$ cat src/rtl/ie_alu_arbiter.sv
// ie_alu_arbiter: shares one combinational execute-stage ALU between NUM_REQ
// requesters. Round-robin grant, operands frozen in registers for the EXEC
// cycle, result captured at the end of EXEC and returned with a one-cycle ack.

// Per-requester operand-B select. The immediate is zero-extended; there is no
// sign extension anywhere in this datapath.
module ie_alu_arbiter_lane (
  input  logic [31:0] rs2,
  input  logic [11:0] imm,
  input  logic        imm_sel,
  output logic [31:0] opb
);
  // Choose immediate or rs2 as operand B
  always_comb begin
    opb = imm_sel ? {20'h00000, imm} : rs2;
  end
endmodule

module ie_alu_arbiter #(
  parameter int NUM_REQ = 4,
  parameter int IDX_W   = 2
) (
  input  logic                    clk,
  input  logic                    rst,
  input  logic [NUM_REQ-1:0]      req,
  input  logic [NUM_REQ*32-1:0]   req_rs1,
  input  logic [NUM_REQ*32-1:0]   req_rs2,
  input  logic [NUM_REQ*12-1:0]   req_imm,
  input  logic [NUM_REQ-1:0]      req_imm_sel,
  input  logic [NUM_REQ*4-1:0]    req_alu_op,
  input  logic [31:0]             alu_result,
  output logic [31:0]             rs1_ALU_in,
  output logic [31:0]             rs2_ALU_in,
  output logic [3:0]              alu_op_out,
  output logic                    IE_mux2_SEL,
  output logic                    IE_mux2_EN,
  output logic [NUM_REQ-1:0]      ack,
  output logic [31:0]             result,
  output logic                    busy
);

  typedef enum logic [1:0] {
    S_IDLE = 2'd0,
    S_EXEC = 2'd1,
    S_RESP = 2'd2
  } state_t;

  // Operands latched at grant time and held for the whole op
  typedef struct packed {
    logic [31:0] rs1;
    logic [31:0] opb;
    logic [3:0]  alu_op;
    logic        imm_sel;
  } alu_req_t;

  // Per-requester views of the flat input buses
  logic [NUM_REQ-1:0][31:0] rs1_v;
  logic [NUM_REQ-1:0][31:0] rs2_v;
  logic [NUM_REQ-1:0][11:0] imm_v;
  logic [NUM_REQ-1:0][3:0]  op_v;
  logic [NUM_REQ-1:0][31:0] opb_v;

  assign rs1_v = req_rs1;
  assign rs2_v = req_rs2;
  assign imm_v = req_imm;
  assign op_v  = req_alu_op;

  for (genvar g = 0; g < NUM_REQ; g++) begin : g_lane
    ie_alu_arbiter_lane u_lane (
      .rs2     (rs2_v[g]),
      .imm     (imm_v[g]),
      .imm_sel (req_imm_sel[g]),
      .opb     (opb_v[g])
    );
  end

  state_t              state_q, state_d;
  logic [IDX_W-1:0]    last_q, last_d;
  logic [IDX_W-1:0]    gnt_q, gnt_d;
  alu_req_t            op_q, op_d;
  logic                en_q, en_d;
  logic [NUM_REQ-1:0]  ack_q, ack_d;
  logic [31:0]         result_q, result_d;
  logic                busy_q, busy_d;

  logic [NUM_REQ-1:0]  gnt_oh;
  logic [NUM_REQ-1:0]  arb_req;
  logic                win_vld;
  logic [IDX_W-1:0]    win_idx;

  // One-hot of the current grant; drives ack and the RESP exclusion mask
  always_comb begin
    gnt_oh         = '0;
    gnt_oh[gnt_q]  = 1'b1;
  end

  // Candidates: everyone in IDLE; in RESP the acked requester still holds req
  // high this cycle, so it is masked out to avoid a bogus regrant
  always_comb begin
    arb_req = '0;
    case (state_q)
      S_IDLE:  arb_req = req;
      S_RESP:  arb_req = req & ~gnt_oh;
      default: arb_req = '0;
    endcase
  end

  // Round-robin search from last+1 with wrap; the loop runs from lowest to
  // highest priority so the highest-priority hit is the one left standing
  always_comb begin
    int k;
    k       = 0;
    win_vld = 1'b0;
    win_idx = '0;
    for (int i = NUM_REQ; i >= 1; i--) begin
      k = (int'(last_q) + i) % NUM_REQ;
      if (arb_req[IDX_W'(k)]) begin
        win_vld = 1'b1;
        win_idx = IDX_W'(k);
      end
    end
  end

  // Next-state and next-output logic; outputs are registered copies of these
  always_comb begin
    state_d  = state_q;
    last_d   = last_q;
    gnt_d    = gnt_q;
    op_d     = op_q;
    en_d     = 1'b0;
    ack_d    = '0;
    result_d = result_q;
    busy_d   = 1'b0;
    case (state_q)
      S_IDLE, S_RESP: begin
        if (win_vld) begin
          state_d        = S_EXEC;
          last_d         = win_idx;
          gnt_d          = win_idx;
          op_d.rs1       = rs1_v[win_idx];
          op_d.opb       = opb_v[win_idx];
          op_d.alu_op    = op_v[win_idx];
          op_d.imm_sel   = req_imm_sel[win_idx];
          en_d           = 1'b1;
          busy_d         = 1'b1;
        end else begin
          state_d = S_IDLE;
        end
      end
      S_EXEC: begin
        // ALU is combinational off the operand registers, so its result is
        // settled by the end of this cycle
        state_d  = S_RESP;
        result_d = alu_result;
        ack_d    = gnt_oh;
        busy_d   = 1'b1;
      end
      default: begin
        state_d = S_IDLE;
      end
    endcase
  end

  // State and output registers; reset aborts any op in flight without an ack
  always_ff @(posedge clk) begin
    if (rst) begin
      state_q  <= S_IDLE;
      last_q   <= IDX_W'(NUM_REQ - 1);
      gnt_q    <= '0;
      op_q     <= '0;
      en_q     <= 1'b0;
      ack_q    <= '0;
      result_q <= '0;
      busy_q   <= 1'b0;
    end else begin
      state_q  <= state_d;
      last_q   <= last_d;
      gnt_q    <= gnt_d;
      op_q     <= op_d;
      en_q     <= en_d;
      ack_q    <= ack_d;
      result_q <= result_d;
      busy_q   <= busy_d;
    end
  end

  assign rs1_ALU_in  = op_q.rs1;
  assign rs2_ALU_in  = op_q.opb;
  assign alu_op_out  = op_q.alu_op;
  assign IE_mux2_SEL = op_q.imm_sel;
  assign IE_mux2_EN  = en_q;
  assign ack         = ack_q;
  assign result      = result_q;
  assign busy        = busy_q;

endmodule
$ cat config.mk
export PLATFORM = sky130hd
export DESIGN_NAME = ie_alu_arbiter
export DESIGN_NICKNAME = d
export VERILOG_FILES = /design/src/rtl/ie_alu_arbiter.sv
export SDC_FILE = /design/constraint.sdc
export NUM_CORES = 1
export LEC_CHECK = 0
export BUFFER_PORTS_ARGS = -buffer_cell sky130_fd_sc_hd__buf_2
export CAP_MARGIN = 20
export CORE_AREA = 2 2 181 183
export DETAILED_ROUTE_END_ITERATION = 10
export DIE_AREA = 0 0 183 185
export HOLD_SLACK_MARGIN = 0.12
export PLACE_DENSITY = 0.47
export SKIP_LAST_GASP = 1
export SYNTH_ARGS = -nofsm -noshare
export SYNTH_HDL_FRONTEND = slang
export SYNTH_SLANG_ARGS = --single-unit
$ cat constraint.sdc
create_clock -name clk -period 3.05 [get_ports clk]
set_clock_uncertainty 0.2 [all_clocks]
set_input_delay 0.4575 -clock clk [delete_from_list [all_inputs] [get_ports clk]]
set_output_delay 0.4575 -clock clk [all_outputs]
set_load 0.05 [all_outputs]
==> results.cfg, run 1 <==
[run_status]
status = finished, final reports clean

[floorplan]
rows = 66
core_area_sq_mm = 0.03204
die_h_microns = 185
start_util_pct = 19.77
die_x_microns = 183
ios = 469
dieArea_sq_mm = 0.03386

[synth]
synthSimpleGateAreaFrac_pct = 17.52
seq_area_frac_synth_pct = 35.72
synth_top_area_share_pct = 35.72
synth-seq-cells = 113
synth-compound-area-share_pct = 20.01
synth_top_family_by_area = multiplexers
synth_cell_types = 50
syn_avg_cell_area_sq_um = 9.567
synth_xor_area_share_pct = 0
muxShareOfSynthArea_pct = 21.22
synth-edff-count = 0
yosys.area.top_type = dfxtp_1
ys_async_sr_fraction_pct = 0
synth_area_sq_mm = 0.006334
synthCells = 662
synth_ff_type = dfxtp_1
synth_fp_nets = 1024
synth-adder-area-share_pct = 0
ys_top_cells_by_area = dfxtp_1 36%, mux4_2 13%, nand2_1 5.5%
yosysWarnings = 0

[worst_hold_path]
hp-class = input pin to flop
hp-start = req_rs2[21]
holdPathStages = 3

[setup_path]
cp-startpoint = gnt_q[0]
worst-path-buf-inv = 3
critPathMostFrequentCell = buf_4
crit_cells = 9
cpPeakStageDelay_ns = 0.43
required_ns = 3.12
slowest_stage = a311o_1
start_kind = flop
r2r_cells = 9
critPathTopFamily = compound AO/OA/AOI/OAI gates
worst-setup-path-type = flop to flop
crit_chain = buf_4 > mux2i_1 > a311o_1 > o311ai_1 > buf_4 > a211oi_2 > buf_4 > a222oi_1 > a31oi_1
path_max_fanout = 20
r2r_start = gnt_q[0]
arrival_ns = 2.79
end_kind = flop

[power]
power_density_mw_per_mm2 = 594.8
p_sw_share_pct = 39.05
comb_power_share_pct = 38.8
p_total_uw = 6254
internal-power_uw = 3812
p_sw_uw = 2442
seqPwrFrac_pct = 28.4
peakVddDrop_uv = 389.5
p_leak_uw = 0.005027
clockPowerShare_pct = 32.8

[grt]
grt_pass1_vias = 7695
grt_pass1_wl_microns = 43150
grt.overflow.total = 0
grt_max_degree = 55
grt_usage_pct = 16.69
antenna_found_initial = 4

[cells_and_area]
final_common_cell = buf_2
fin_area_sq_mm = 0.01052
fin_nets = 1549
drive_above_1_share_pct = 50.58
layout.cells.most_common_list = 467 x buf_2, 113 x dfxtp_1, 92 x nand2_1
fin_cells = 1609
area_growth_pct = 66.02

[cts]
numClockSinks = 113
cts_made_buffers = 17
ctsHoldBuffers = 73
cts_resized = 0
clkTransAtPathRegs_ns = 0.06
cts_buffer_depth = 2
h-tree-depth = 4
insertion_delay_ns = 0.41
cts_root_buf = clkbuf_16
cts_tree = done
post-cts-setup-buffers = 0

[sta]
finalSetupViolCount = 0
hold_violations = 0
rsz0062_at_grt = no
fmax_mhz = 368.1
tns_ns = 0
finalCritPeriodShare_pct = 89.06
worst_slew_pin_slew_ns = 0.6874
worst_hold_slack_ns = 0.1404
min_period_ns = 2.716
drv_slew = 0
relSlewSlack_pct = 54.17

[placement]
place.port_buffers = 468
place_congestion = 0.7968
place_hpwl_microns = 22020
place_area_sq_mm = 0.009194
dpl.cell_count = 1503

[detailed_routing]
routed_via_density = 4.669
firstDrtPassIters = 5
ant_nets = 0
drt_iter0_markers = 382
vias = 7513
wl_per_cell_microns = 18.25
drc = 0
totalWireLength_microns = 29360

[flow_run]
maxCapViolations = 0
## per-stage QoR
step	setup WS (ns)	utilization (%)
final	0.3337	32.82
after global routing	0.09424	32.82
after CTS	0.3284	32.81
after detailed placement	0.3093	28.69
after global placement	0.3008	28.69
after floorplan	0.5162	-
## cells by family after synthesis
logic type / after synthesis
and+or+nand+nor: 220
DFF: 113
buffers and inverters: 72
AOI/OAI and AO/OA: 170
muxes: 87
## sequential cells by signal, summed over array words and instances, names as in the netlist
register / cells
result: 32
rs1_ALU_in: 32
rs2_ALU_in: 32
ack: 4
alu_op_out: 4
gnt_q: 2
last_q: 2
state_q: 2
IE_mux2_EN: 1
IE_mux2_SEL: 1
busy: 1
## power groups by stage
stage,Combinational [uW],Clock [uW],Sequential (uW)
2_1_floorplan,982,0,2430
3_3_place_gp,2370,0,1800
3_5_place_dp,2380,0,1810
4_1_cts,2460,2150,1780
5_1_grt,2590,2200,1800
6_report,2430,2050,1780
## final cells by class
type,instances,area (sq um)
clock buffer,20,466.7
antenna,1,2.502
multi-input combinational,477,3747
clock inverter,12,121.4
tap,408,510.5
inverter,3,11.26
sequential,113,2262
fill,3369,21530
timing repair buffer,575,3393
## worst min-delay path: cells and delay by family
kind	cells	cell delay, ns
AO/OA/AOI/OAI	2	0.18
buffers and inverters	1	0.08
## cells in the mapped netlist, types with 17 or more instances
master,number
a21o_1,37
a21oi_1,43
a222oi_1,20
a31oi_1,21
clkbuf_1,45
dfxtp_1,113
mux2_2,17
mux2i_1,33
mux4_2,36
nand2_1,92
nand3_1,50
nor2_1,22
nor3b_1,37
## final timing paths
path / end / slack (ns)
worst max-delay path: rs2_ALU_in[28] / 0.33
worst min-delay path: rs2_ALU_in[21] / 0.14
worst max register to register: rs2_ALU_in[28] / 0.33
worst min register to register: result[28] / 0.25
## metal layers
| metal | vias up | part of all wire, % | track usage [%] |
|---|---|---|---|
| li1 | 3578 | - | - |
| met1 | 3543 | 40 | 19.42 |
| met2 | 351 | 51 | 30.64 |
| met3 | 39 | 6.7 | 3.559 |
| met4 | 2 | 1.8 | 5.024 |
| met5 | - | 0.044 | 0 |
No activity file was read; power rests on OpenSTA's default activity.
==> run 2: changes to the inputs <==
ABC_AREA = 1   (was default)
CORE_AREA = 2 2 182 184   (was 2 2 181 183)
DIE_AREA = 0 0 184 186   (was 0 0 183 185)
PLACE_DENSITY = 0.52   (was 0.47)
clock period = 2.78 ns   (was 3.05 ns; I/O delays follow)
==> results.cfg, run 2 <==
[grt]
antenna_found_initial = 6
grt_pass1_vias = 10170
grt.overflow.total = 0
busiest_layer = met2
met2_usage_pct = 35.43
grt_max_degree = 90
grt_util_met1_pct = 23.58
use_met3_pct = 5.146
grt_pass1_wl_microns = 53270
grt_usage_pct = 19.97

[setup_path]
worst-path-buf-inv = 3
start_kind = flop
end_kind = flop
worst-setup-path-type = flop to flop
required_ns = 2.89
crit_chain = inv_2 > nand2_1 > nand3_2 > nand2_1 > nand2_2 > nand2_1 > nand2_4 > nand2_8 > buf_12 > buf_4 > nand2_1 > nand2_1 > o21ai_1 > nand2_1 > nand2_1
arrival_ns = 2.60
path_max_fanout = 39
critPathTopFamily = simple AND/OR/NAND/NOR gates
critPathMostFrequentCell = nand2_1
slowest_stage = dfxtp_1
cpPeakStageDelay_ns = 0.48

[detailed_routing]
drt_iter0_markers = 388
ant_nets = 0
wl_per_cell_microns = 15.29
drc = 0
routed_via_density = 4.483
firstDrtPassIters = 5
totalWireLength_microns = 35070
vias = 10280

[sta]
worst_slew_pin_slew_ns = 0.5432
relSlewSlack_pct = 63.79
min_period_ns = 2.494
finalSetupViolCount = 0
finalCritPeriodShare_pct = 89.72
tns_ns = 0
rsz0062_at_grt = no
hold_violations = 0
fmax_mhz = 400.9
drv_slew = 0

[synth]
yosysWarnings = 0
syn_avg_cell_area_sq_um = 5.767
synth-seq-cells = 113
ys_async_sr_fraction_pct = 0
yosys.area.top_type = dfxtp_1
synth_fp_nets = 1745
synth_cell_types = 28
synth_area_sq_mm = 0.007976
seq_area_frac_synth_pct = 28.36
synth_common_cells = 387 x nand2_1, 209 x inv_1, 193 x nor2_1
synthCells = 1383
synth_top_area_share_pct = 28.36
synth-edff-count = 0
synth_ff_type = dfxtp_1
synth.most_common_cell = nand2_1
ys_top_cells_by_area = dfxtp_1 28%, nand2_1 18%, nand3_1 10%

[placement]
dpl.cell_count = 2197
place_hpwl_microns = 25850
place_area_sq_mm = 0.01079
place_congestion = 0.8688
place.port_buffers = 468

[cells_and_area]
fin_nets = 2229
drive_above_1_share_pct = 29.26
final_common_cell = buf_2
fin_area_sq_mm = 0.01198
layout.cells.most_common_list = 468 x buf_2, 387 x nand2_1, 208 x inv_1
fin_cells = 2294
area_growth_pct = 50.18
fin_util_pct = 37.20

[power]
p_sw_share_pct = 56.36
peakVddDrop_uv = 710.7
p_leak_uw = 0.007119
p_sw_uw = 9277
clockPowerShare_pct = 13.0
comb_power_share_pct = 71.4
power_density_mw_per_mm2 = 1374
seqPwrFrac_pct = 15.7
internal-power_uw = 7185

[cts]
h-tree-depth = 4
cts_buffer_depth = 2
cts_tree = done
clkTransAtPathRegs_ns = 0.06
cts_made_buffers = 17
cts_root_buf = clkbuf_16
insertion_delay_ns = 0.41
numClockSinks = 113

[floorplan]
die_x_microns = 184
dieArea_sq_mm = 0.03422
core_area_sq_mm = 0.03221
start_util_pct = 24.77
rows = 66
ios = 469
die_h_microns = 186

[run_status]
status = finished, final reports clean

[worst_hold_path]
hp-class = input pin to flop

[flow_run]
maxCapViolations = 0
## run 2: cell count changes in the layout (fill, tap and decap cells not counted), sizes merged, moves of 18 or more
cell / change
a31oi: -20
inv: +212
mux4: -36
nand2: +298
nor3b: -37
o21ai: +103
mux2: -18
a222oi: -20
nand3b: +29
a21oi: -43
a21o: -37
nand3: +118
nor2: +171
o21a: +22
## run 2: kinds of logic after synthesis
family | Yosys count | share of synthesized area [%]
and+or+nand+nor | 789 | 41.90
buffers and inverters | 308 | 15.47
AOI/OAI and AO/OA | 132 | 9.051
DFF | 113 | 28.36
muxes | 40 | 5.020
xor gates and xnor gates | 1 | 0.2040
## run 2: final cells by class
class / count / area, sq um
Multi-Input combinational cell: 962 / 4503
Fill cell: 3619 / 20230
Sequential cell: 113 / 2265
Antenna cell: 6 / 15.01
Clock buffer: 18 / 429.2
Tap cell: 408 / 510.5
Clock inverter: 14 / 131.4
Inverter: 216 / 812.0
Timing Repair Buffer: 557 / 3313
## run 2: worst min-delay path, cell delays in order
cell and delay [ns]:
buf_2 0.08, o21a_1 0.10, o21ai_0 0.07, nand2_1 0.06
## run 2: worst paths after layout
check | from | endpoint | slack [ns] | cells past startpoint
worst min-delay path | req_rs1[99] | rs1_ALU_in[3] | 0.15 | 4
worst max register to register | last_q[0] | rs1_ALU_in[25] | 0.29 | 15
worst max-delay path | last_q[0] | rs1_ALU_in[25] | 0.29 | 15
worst min register to register | gnt_q[0] | ack[2] | 0.29 | 1
## run 2: through the flow
stage | hold WS [ns] | setup WS [ns] | power (uW)
2_1_floorplan | 0.2825 | 0.6617 | 10980
3_5_place_dp | 0.2993 | 0.2312 | 14350
5_1_grt | 0.1468 | 0.002420 | 18000
3_3_place_gp | 0.2860 | 0.2656 | 14310
6_report | 0.1450 | 0.2858 | 16460
4_1_cts | 0.1215 | 0.2415 | 16630
## run 2: power groups by stage
stage	Combinational [uW]	Sequential [uW]	Clock, uW
finish	11700	2580	2130
global route	13100	2650	2280
CTS	11800	2580	2200
detailed placement	11800	2600	0
global placement	11700	2590	0
floorplan	6590	4390	0
## run 2: routing by layer
layer / vias up / part of all wire (%)
met5: - / 0
met3: 39 / 7.3
met4: 0 / 2.0
li1: 5230 / -
met2: 372 / 49
met1: 4642 / 42
## run 2: timing repair
action                     in CTS  in global routing
gates resized for setup         0                  2
hold buffers                   58                  0
hold endpoints to repair       55                  0
setup endpoints to repair       0                  9
setup buffers                   0                  0
==> run 3: changes to the inputs <==
CORE_AREA = 2 2 180 182   (was 2 2 182 184)
DIE_AREA = 0 0 182 184   (was 0 0 184 186)
PLACE_DENSITY = 0.55   (was 0.52)
clock period = 2.1 ns   (was 2.78 ns; I/O delays follow)
==> results.cfg, run 3 (same netlist as run 2, synthesis figures left out) <==
[sta]
setup_slack_ns = -0.2063
rsz0062_at_grt = yes
fmax_mhz = 433.6
min_period_ns = 2.306
drv_slew = 0
finalSetupViolCount = 71
finalCritPeriodShare_pct = 109.8
worst_slew_pin_slew_ns = 0.6053
hold_violations = 0
relSlewSlack_pct = 59.60

[setup_path]
worst-setup-path-type = flop to flop
crit_chain = nor2_4 > nand3_1 > nand2_2 > nand2_2 > nand2_1 > inv_2 > nand2_2 > nor2_4 > buf_6 > nor2_4 > buf_8 > clkbuf_16 > nand2_1 > o21ai_1 > nand2_1 > nand2_1
start_kind = flop
crit_cells = 16
path_max_fanout = 6
required_ns = 2.25
slowest_stage = dfxtp_4
cp-startpoint = state_q[0]
cpPeakStageDelay_ns = 0.40
reg2reg_slack_ns = -0.21
worst-path-buf-inv = 4
r2r_cells = 16
r2r_start = state_q[0]
arrival_ns = 2.46
critPathMostFrequentCell = nand2_1
end_kind = flop
critPathTopFamily = simple AND/OR/NAND/NOR gates

[floorplan]
rows = 65
start_util_pct = 25.41
dieArea_sq_mm = 0.03349
die_h_microns = 184
ios = 469
core_area_sq_mm = 0.03139
die_x_microns = 182

[cells_and_area]
drive_above_1_share_pct = 36.18
area_growth_pct = 86.53
multiInputGateArea_sq_mm = 0.005006
nFillCells = 3080
seq_area_sq_mm = 0.002285
fin_nets = 2430
layout.cells.most_common_list = 468 x buf_2, 329 x nand2_1, 206 x inv_1
final_common_cell = buf_2
fin_cells = 2486

[worst_hold_path]
hp-start = req_rs2[102]
hp-class = input pin to flop
holdPathStages = 5

[placement]
place_congestion = 0.8623
dpl.cell_count = 2232
pre_cts_ws_ns = -0.2834
place.port_buffers = 468
place_hpwl_microns = 26950

[grt]
grt_max_degree = 33
grt_usage_pct = 23.14
met2_usage_pct = 41.51
use_met3_pct = 4.754
grt_util_met1_pct = 26.85
grt_pass1_vias = 11640
grt.overflow.total = 0
busiest_layer = met2
grt_pass1_wl_microns = 61000
antenna_found_initial = 4

[detailed_routing]
ant_nets = 0
wl_per_cell_microns = 16.72
totalWireLength_microns = 41570
firstDrtPassIters = 6
drc = 0
vias = 11670
drt_iter0_markers = 582
routed_via_density = 4.692

[cts]
clkTransAtPathRegs_ns = 0.07
cts_tree = done
numClockSinks = 113
cts_root_buf = clkbuf_16
h-tree-depth = 4
cts_buffer_depth = 2
insertion_delay_ns = 0.41
cts_made_buffers = 17

[power]
p_leak_uw = 0.008410
power_density_mw_per_mm2 = 1968
peakVddDrop_uv = 1006
p_total_uw = 29280

[flow_run]
maxCapViolations = 0

[run_status]
status = finished, violations left
violations = setup timing
-- run 3: cell count changes in the layout (fill, tap and decap cells not counted), moves of 26 or more --
cell           before  now
dlygate4sd3_1      58  179
nand2_1           387  329
nand2_2             2   41
buf_4              19   54
o21ai_2             0   26
-- run 3: cell type report --
type                    count  area share (%)
clock buffers              17           2.859
multi-input cells         962           33.65
repair buffers            758           37.99
diodes                      3         0.05046
flip-flops and latches    113           15.36
well taps                 402           3.381
clock inverters            15           1.110
inverters                 216           5.609
-- run 3: final timing paths --
kind,end
max reg2reg,rs1_ALU_in[19]
min reg2reg,result[28]
min,rs2_ALU_in[6]
max,rs1_ALU_in[19]
-- run 3: power breakdown --
group / switching (uW) / internal, uW
clock network: 1320 / 1690
logic: 13400 / 9350
registers: 489 / 3020
total: 15200 / 14100
-- run 3: worst min-delay path: stages --
cell and delay [ns]:
buf_2 0.10, nor2_1 0.06, o21ai_0 0.07, nand3_1 0.09, nand2_1 0.05
-- run 3: per-stage QoR --
step	instance area, sq um	util, %	setup TNS [ns]	hold WS, ns
6_report	14880	47.39	-9.408	0.1295
5_1_grt	14880	47.39	-18.28	0.1565
4_1_cts	14150	45.08	-5.951	0.1202
3_5_place_dp	11170	35.60	-13.84	0.2956
3_3_place_gp	11170	35.60	-12.53	0.2865
2_1_floorplan	7976	-	0	0.1874
-- run 3: timing repair --
action | CTS | global route
hold buffers | 179 | 0
cloned | 8 | 9
pin swaps | 11 | 82
setup buffers | 17 | 10
endpoints found under the setup margin | 72 | 74
endpoints found under the hold margin | 78 | 0
gates resized for setup | 66 | 142
-- run 3: routing by layer --
layer,wire length [microns],vias to the layer above
met5,0,-
met2,20560,578
met3,2834,96
met1,16890,5356
met4,1285,0
li1,-,5635
